$ cat src/rtl/action_executor_pkg.sv
// Shared definitions for the action path: click codes produced by the click
// detector and the executor FSM state encoding.
//   Action codes : NONE, BTNC (single centre), DBLBTNC (double centre),
//                  UNUSED_CODE, U, R, D, L
//   exec_state_e : IDLE, CMD, ACKS, RELEASE
package action_executor_pkg;

  localparam logic [2:0] NONE        = 3'b000;
  localparam logic [2:0] BTNC        = 3'b001;
  localparam logic [2:0] DBLBTNC     = 3'b010;
  localparam logic [2:0] UNUSED_CODE = 3'b011;
  localparam logic [2:0] U           = 3'b100;
  localparam logic [2:0] R           = 3'b101;
  localparam logic [2:0] D           = 3'b110;
  localparam logic [2:0] L           = 3'b111;

  typedef enum logic [1:0] {
    IDLE    = 2'd0,
    CMD     = 2'd1,
    ACKS    = 2'd2,
    RELEASE = 2'd3
  } exec_state_e;

  // All direction codes have the MSB set; centre clicks and NONE do not.
  function automatic logic is_move(input logic [2:0] code);
    return code[2];
  endfunction

endpackage

$ cat src/rtl/action_executor_cursor_wrap_counter.sv
// One cursor axis: a counter over 0..MAX that wraps in both directions.
// Ports:
//   clk   - clock
//   clear - synchronous active-high reset to 0
//   inc   - step +1 (MAX wraps to 0)
//   dec   - step -1 (0 wraps to MAX)
//   value - current position
// inc and dec together are treated as no step.
module cursor_wrap_counter #(
  parameter int MAX = 7,
  parameter int W   = 3
) (
  input  logic         clk,
  input  logic         clear,
  input  logic         inc,
  input  logic         dec,
  output logic [W-1:0] value
);

  localparam logic [W-1:0] TOP = W'(MAX);

  always_ff @(posedge clk) begin
    if (clear) begin
      value <= '0;
    end else if (inc && !dec) begin
      value <= (value == TOP) ? '0 : value + W'(1);
    end else if (dec && !inc) begin
      value <= (value == '0) ? TOP : value - W'(1);
    end
  end

endmodule

$ cat src/rtl/action_executor.sv
// Turns click codes into cursor moves and board commands.
// Ports:
//   clk, clear            - clock, synchronous active-high reset
//   Action[2:0]           - click code from the click detector
//   game_over             - suppresses reveal/flag commands
//   cmd_ready             - board controller accepts the pending command
//   ACK                   - one-cycle pulse that clears the click detector
//   cmd_valid, cmd_flag   - board command (flag: 0 reveal, 1 toggle flag)
//   cursor_row/cursor_col - cursor position
//   busy                  - FSM not in IDLE
// Command handshake: cmd_valid rises when a command is issued and stays high,
// with cmd_flag and the cursor frozen, until an edge where cmd_ready is also
// high; that edge transfers the command. A raised cmd_valid is never dropped
// except by clear.
// Every output is either a register or a decode of the state register, so
// there is no combinational path from Action to any output.
module action_executor
  import action_executor_pkg::*;
#(
  parameter int ROWS  = 8,
  parameter int COLS  = 8,
  parameter int ROW_W = 3,
  parameter int COL_W = 3
) (
  input  logic             clk,
  input  logic             clear,
  input  logic [2:0]       Action,
  input  logic             game_over,
  input  logic             cmd_ready,
  output logic             ACK,
  output logic             cmd_valid,
  output logic             cmd_flag,
  output logic [ROW_W-1:0] cursor_row,
  output logic [COL_W-1:0] cursor_col,
  output logic             busy
);

  exec_state_e state, next_state;
  logic        row_inc, row_dec, col_inc, col_dec;
  logic        load_flag;

  always_ff @(posedge clk) begin
    if (clear) begin
      state    <= IDLE;
      cmd_flag <= 1'b0;
    end else begin
      state <= next_state;
      if (load_flag) cmd_flag <= (Action == DBLBTNC);
    end
  end

  always_comb begin
    next_state = state;
    row_inc    = 1'b0;
    row_dec    = 1'b0;
    col_inc    = 1'b0;
    col_dec    = 1'b0;
    load_flag  = 1'b0;
    case (state)
      IDLE: begin
        if (Action != NONE) begin
          if (is_move(Action)) begin
            row_inc    = (Action == D);
            row_dec    = (Action == U);
            col_inc    = (Action == R);
            col_dec    = (Action == L);
            next_state = ACKS;
          end else if ((Action == BTNC || Action == DBLBTNC) && !game_over) begin
            load_flag  = 1'b1;
            next_state = CMD;
          end else begin
            // Suppressed centre click or unused code: acknowledge only.
            next_state = ACKS;
          end
        end
      end
      CMD:     if (cmd_ready) next_state = ACKS;
      ACKS:    next_state = RELEASE;
      // Wait for the detector to report NONE so a held code runs only once.
      RELEASE: if (Action == NONE) next_state = IDLE;
      default: next_state = IDLE;
    endcase
  end

  assign ACK       = (state == ACKS);
  assign cmd_valid = (state == CMD);
  assign busy      = (state != IDLE);

  cursor_wrap_counter #(.MAX(ROWS - 1), .W(ROW_W)) u_row (
    .clk   (clk),
    .clear (clear),
    .inc   (row_inc),
    .dec   (row_dec),
    .value (cursor_row)
  );

  cursor_wrap_counter #(.MAX(COLS - 1), .W(COL_W)) u_col (
    .clk   (clk),
    .clear (clear),
    .inc   (col_inc),
    .dec   (col_dec),
    .value (cursor_col)
  );

endmodule

$ cat config.mk
export PLATFORM = sky130hd
export DESIGN_NAME = action_executor
export DESIGN_NICKNAME = d
export VERILOG_FILES = /design/src/rtl/action_executor_pkg.sv /design/src/rtl/action_executor_cursor_wrap_counter.sv /design/src/rtl/action_executor.sv
export SDC_FILE = /design/constraint.sdc
export NUM_CORES = 1
export LEC_CHECK = 0
export ABC_AREA = 1
export CORE_UTILIZATION = 45
export DETAILED_ROUTE_END_ITERATION = 7
export GPL_TIMING_DRIVEN = 1
export PLACE_DENSITY = 0.73
export RECOVER_POWER = 100
export SETUP_SLACK_MARGIN = 0.4
export SLEW_MARGIN = 20
export SYNTH_ARGS = -nofsm -noshare
export SYNTH_HDL_FRONTEND = slang
export SYNTH_SLANG_ARGS = --single-unit
$ cat constraint.sdc
create_clock -name clk -period 2.2 [get_ports clk]
set_input_delay 0.33 -clock clk [delete_from_list [all_inputs] [get_ports clk]]
set_output_delay 0.33 -clock clk [all_outputs]
set_load 0.01 [all_outputs]
==> results.yml, run 1 <==
die:
  start_util_pct: 48.0
  ios: 17
  coreArea_sq_um: 1490
  die_h_microns: 41.8
  fp.dieW_microns: 41.8
  dieArea_sq_um: 1750
  core.rowCount: 14
logic_synthesis:
  synth_fp_nets: 124
  seq_area_frac_synth_pct: 25.2
  synth.distinct_cells: 15
  async_flop_share_pct: 0
  synth-compound-area-share_pct: 12.6
  synth_edf_count: 0
  yosysWarnings: 0
  yosys_register_bits: 9
  yosys.area.top_type: "dfxtp_1"
  synthSimpleGateAreaFrac_pct: 24.9
  synth_top_flop_cell: "dfxtp_1"
  synth-xor-area-share_pct: 1.23
  synthMuxAreaShare_pct: 0
  synthTopCellsByCount: "inv_1, nand2_1, ha_1"
  synth_area_leaders: "dfxtp_1, ha_1, inv_1"
  synthAdderAreaFrac_pct: 24.5
  synth_top_family_by_area: "simple AND/OR/NAND/NOR gates"
  synth_top_area_share_pct: 25.2
  synth_area_sq_um: 714
  avgSynthCellArea_sq_um: 6.94
  yosysMostFrequentCell: "inv_1"
  netlist_instances: 103
min_path:
  holdPathEnd: "cmd_flag"
  worstHoldPathCells: 2
  worstHoldStart: "cmd_flag"
  hold_path.class: "reg2reg"
global_route:
  grt_max_degree: 7
  grt_antenna_before_repair: 0
  grt_usage_pct: 17.9
  grt.overflow.total: 0
  grt_pass1_wl_microns: 2350
  grt_pass1_vias: 598
drt:
  via_per_inst: 5.06
  drc: 0
  vias: 708
  drt-pass1-iter-count: 6
  wirelength_microns: 1530
  postRouteAntennaNets: 0
  drtIter0Drc: 12
  wl_per_cell_microns: 10.9
run:
  maxCapViolCount: 0
worst_setup_path:
  end_kind: "output pin"
  timing.rr.end: "u_row.value[1]"
  r2r_start: "state[0]"
  start_kind: "register"
  reg2reg_slack_ns: 0.52
  slowest_delay_ns: 0.60
  critPathSlowestCell: "dlygate4sd3_1"
  crit_arrival_ns: 1.51
  r2r_cells: 11
  worst_ep_required_time_ns: 1.87
  crit_buf_inv: 2
  critPathMaxFanout: 3
  cp_cell_sequence: "inv_2 > ha_1 > dlygate4sd3_1"
  path_class: "reg2out"
  critPathTopFamily: "buffers and inverters"
timing:
  timing.final.ws_setup_ns: 0.357
  fin_crit_sh_pct: 83.8
  slew_violations: 0
  rsz0062_at_grt: "no"
  hold_violations: 0
  fin_skew_ns: 0.00373
  period_needed_ns: 1.84
  slew_headroom_pct: 85.4
  finalSetupTns_ns: 0
  worst_slew_pin_slew_ns: 0.219
  fmax_mhz: 543
  setup_violations: 0
pwr:
  power.total_mw: 0.859
  powerDensity_nw_per_um2: 898
  leakage_nw: 0.522
  vdd_drop_max_mv: 0.521
clock_tree:
  htree_num_levels: 1
  cts_buffer_depth: 2
  clk_pin_slew_ns: 0.07
  cts_made_buffers: 3
  cts_tree: "done"
  root_buffer: "clkbuf_4"
  numClockSinks: 9
  hold_buffers: 0
  clock_latency_ns: 0.27
final_layout:
  synthToLayoutAreaGrowth_pct: 34.0
  nFillCells: 134
  layout.nets: 146
  post-route-util_pct: 64.3
  num_antenna_cells: 0
  drive_gt1_share_pct: 11.3
place:
  portBuffers: 16
  place_congestion: 0.845
  dp_hpwl_microns: 1150
  place_ws_ns: 0.0673
run_status:
  status: "finished, final reports clean"
## worst register-to-register path, stage by stage, from the launching register on
cell and delay (ns):
dfxtp_1 0.37, inv_2 0.07, ha_4 0.18, nand2_1 0.12, inv_1 0.07, nand2_1 0.12, ha_4 0.16, inv_1 0.07
a21oi_2 0.15, o21ai_0 0.09, o21ai_0 0.14, inv_1 0.05
## through the flow
| step | cells | area, sq um | hold slack, ns |
|---|---|---|---|
| 2_1_floorplan | 103 | 714 | 0.486 |
| 3_3_place_gp | 135 | 895 | 0.465 |
| 3_5_place_dp | 135 | 895 | 0.479 |
| 4_1_cts | 139 | 933 | 0.495 |
| 5_1_grt | 140 | 957 | 0.527 |
| 6_report | 140 | 957 | 0.483 |
## layout make-up
type	count	area [sq um]	share of cell area [%]
multi-input cells	72	478	49.9
flip-flops and latches	9	181	19.0
repair buffers	17	168	17.5
inverters	22	82.6	8.63
clock buffers	3	22.5	2.35
well taps	16	20.0	2.09
clock inverters	1	5.00	0.523
## cells by family after synthesis
group / after synthesis
buffers and inverters: 22
flip-flops: 9
AND/OR/NAND/NOR: 39
AO/OA/AOI/OAI: 18
adder cells (fa/ha/maj): 14
XOR/XNOR: 1
## state kept, by name, summed over array words and instances, names as in the netlist
name and flops:
u_col.value 3, u_row.value 3, state 2, cmd_flag 1
## power by group
group	total [mW]	internal (mW)	leakage (nW)	switching [mW]
Sequential	0.242	0.208	0.0742	0.0348
Clock	0.137	0.0674	0.0177	0.0694
Combinational	0.480	0.224	0.431	0.256
## metal layers
| metal | part of all wire (%) | wire, microns | vias to the layer above | GRT usage [%] |
|---|---|---|---|---|
| li1 | - | - | 368 | - |
| met1 | 47 | 722 | 319 | 21.5 |
| met2 | 46 | 702 | 19 | 28.7 |
| met3 | 5.9 | 90 | 2 | 7.83 |
| met4 | 0.59 | 9 | 0 | 5.16 |
| met5 | 0 | 0 | - | 0 |
## layout by cell type (no fill, tap or decap), drive strengths merged
cell           count
dlymetal6s2s       1
clkbuf             4
ha                14
nand3              4
a21oi              7
xnor2              1
nand2             22
nor3b              1
o21ai             11
dlygate4sd3       10
nor2               8
nand4              1
dfxtp              9
clkinv             1
inv               22
clkdlybuf4s50      3
nor3               3
dlygate4sd2        2
## repair_timing
item,CTS,global route
pin swaps,0,1
resized for setup,6,8
setup buffers,0,1
setup endpoints to repair,2,4
## how the worst max path moves through the flow
stage | from | endpoint | slack, ns | depth (start not counted)
after floorplan | state[0] | u_row.value[1] | 0.55 | 10
after global placement | Action[1] | u_row.value[1] | 0.20 | 8
after detailed placement | Action[1] | u_row.value[1] | 0.07 | 9
after CTS | state[0] | u_row.value[1] | 0.44 | 9
after global routing | Action[0] | u_row.value[1] | 0.26 | 8
final | state[0] | ACK | 0.36 | 3
Note: power is estimated with default switching activity, not from simulation.
==> run 2: changes to the inputs <==
==> constraint.sdc (replaced) <==
create_clock -name clk -period 1.92 [get_ports clk]
set_input_delay 0.288 -clock clk [delete_from_list [all_inputs] [get_ports clk]]
set_output_delay 0.288 -clock clk [all_outputs]
set_load 0.01 [all_outputs]
==> run 2 against run 1 <==
  * Hold slack improved by 0.035 ns
  * Clock power rose by 12%
  * Count of clock-buffer cells in the layout rose by 1
  * Utilization rose by 5.7 points
  * Clock skew rose by 0.011 ns
  * Global-route usage rose by 0.68 points
  * Die area did not move
  * Power rose by 28%
  * Routed wire length rose by 10%
  * Sequential power rose by 14%
  * Cell count rose by 7.1%
  * Largest power group unchanged
  * Highest routed layer unchanged
==> results.yml, run 2 (same netlist as run 1, synthesis figures left out) <==
worst_setup_path:
  r2r_start: "state[0]"
  start_kind: "primary input"
  reg2reg_slack_ns: 0.34
  worst_ep_required_time_ns: 2.10
  timing.rr.end: "u_row.value[1]"
  end_kind: "register"
  r2r_cells: 10
  path_class: "in2reg"
  crit_arrival_ns: 1.81
  critPathMaxFanout: 5
final_layout:
  final_cell_mix: "nand2_1, inv_1, ha_1, buf_4"
  reg_top3: "u_col.value (3), u_row.value (3), state (2)"
  num_antenna_cells: 0
  drive_gt1_share_pct: 22.4
  synthToLayoutAreaGrowth_pct: 45.9
  nFillCells: 132
  post-route-util_pct: 70.0
  layout.nets: 156
  layout_commonest_cell: "nand2_1"
timing:
  fin_skew_ns: 0.0145
  fin_crit_sh_pct: 85.2
  rsz0062_at_grt: "yes"
  slew_violations: 0
  hold_violations: 0
  setup_violations: 0
  fmax_mhz: 611
  slew_headroom_pct: 80.5
  worst_slew_pin_slew_ns: 0.293
  period_needed_ns: 1.64
clock_tree:
  htree_num_levels: 1
  numClockSinks: 9
  cts_tree: "done"
  clock_latency_ns: 0.27
  cts_buffer_depth: 2
  clk_pin_slew_ns: 0.07
  root_buffer: "clkbuf_4"
  cts_made_buffers: 3
pwr:
  power_frac_comb_pct: 60.9
  seq_power_share_pct: 25.2
  leakage_nw: 0.567
  p_switching_mw: 0.459
  vdd_drop_max_mv: 0.808
  power.total_mw: 1.10
  power_frac_clock_pct: 13.9
  internal_power_mw: 0.639
  powerDensity_nw_per_um2: 1050
  switching_share_pct: 41.8
min_path:
  worstHoldPathCells: 2
  hold_path.class: "reg2reg"
  holdPathEnd: "cmd_flag"
  worstHoldStart: "cmd_flag"
drt:
  vias: 757
  wirelength_microns: 1680
  postRouteAntennaNets: 0
  drtIter0Drc: 19
  drt-pass1-iter-count: 4
  drc: 0
  via_per_inst: 5.05
  wl_per_cell_microns: 11.2
global_route:
  grt_usage_pct: 18.6
  grt_pass1_vias: 607
  grt_max_degree: 7
  grt_pass1_wl_microns: 2490
  grt.overflow.total: 0
  grt_antenna_before_repair: 0
die:
  die_h_microns: 41.8
  ios: 17
  fp.dieW_microns: 41.8
  coreArea_sq_um: 1490
  core.rowCount: 14
  start_util_pct: 48.0
  dieArea_sq_um: 1750
place:
  place_congestion: 0.792
  dp_hpwl_microns: 1180
  portBuffers: 16
run:
  maxCapViolCount: 0
run_status:
  status: "finished, final reports clean"
run 2: cell types whose count changed in the layout (fill, tap and decap cells not counted), moves of 2 or more:
cell,delta
buf_4,+10
o21ai_0,-4
o21ai_1,+4
clkbuf_1,+3
dlygate4sd3_1,-3
clkdlybuf4s25_1,+2
inv_1,-2
inv_2,+2
nand2_1,-2
run 2: how the worst max path moves through the flow:
stage / startpoint / to / slack [ns] / cells past startpoint
2_1_floorplan: state[0] / u_row.value[1] / 0.42 / 10
3_3_place_gp: Action[1] / u_row.value[1] / -0.005 / 9
3_5_place_dp: Action[1] / u_row.value[1] / -0.02 / 9
4_1_cts: state[1] / u_row.value[1] / 0.27 / 10
5_1_grt: Action[2] / u_col.value[2] / 0.17 / 8
6_report: Action[2] / u_row.value[1] / 0.28 / 9
run 2: stage by stage:
step	std cells	hold WS (ns)	setup WS, ns	instance area, sq um	setup TNS (ns)
after global placement	139	0.490	-0.00465	961	-0.00465
after global routing	150	0.550	0.168	1040	0
after floorplan	103	0.444	0.417	751	0
after CTS	143	0.499	0.267	986	0
final	150	0.518	0.285	1040	0
after detailed placement	139	0.487	-0.0224	961	-0.0224
run 2: critical path, cell delays in order:
cell	delay (ns)
dlygate4sd3_1	0.59
nand2_4	0.09
inv_2	0.07
nand2_2	0.04
ha_1	0.33
a21oi_2	0.15
o21ai_1	0.08
o21ai_1	0.12
inv_1	0.04
run 2: final cells by class:
type	count	area (sq um)	share of cell area (%)
Clock buffer	4	26.3	2.52
Inverter	22	82.6	7.92
Multi-Input combinational cell	72	498	47.8
Sequential cell	9	183	17.5
Tap cell	16	20.0	1.92
Timing Repair Buffer	27	233	22.3
run 2: per-layer routing:
| metal | track usage [%] | wire, microns |
|---|---|---|
| met4 | 9.68 | 27 |
| met1 | 25.7 | 800 |
| met5 | 0 | 0 |
| met3 | 4.35 | 95 |
| met2 | 26.6 | 754 |
run 2: power groups by stage:
stage	logic, mW	registers [mW]	clock network, mW
3_5_place_dp	0.588	0.281	0
2_1_floorplan	0.369	0.287	0
4_1_cts	0.569	0.280	0.151
3_3_place_gp	0.579	0.280	0
6_report	0.669	0.277	0.153
5_1_grt	0.751	0.284	0.159
run 2: timing repair:
action                     in CTS  in global routing
pin swaps                       1                  5
buffers inserted                0                  7
hold buffers                    0                  0
setup endpoints to repair       7                 10
gates resized for setup         7                 21
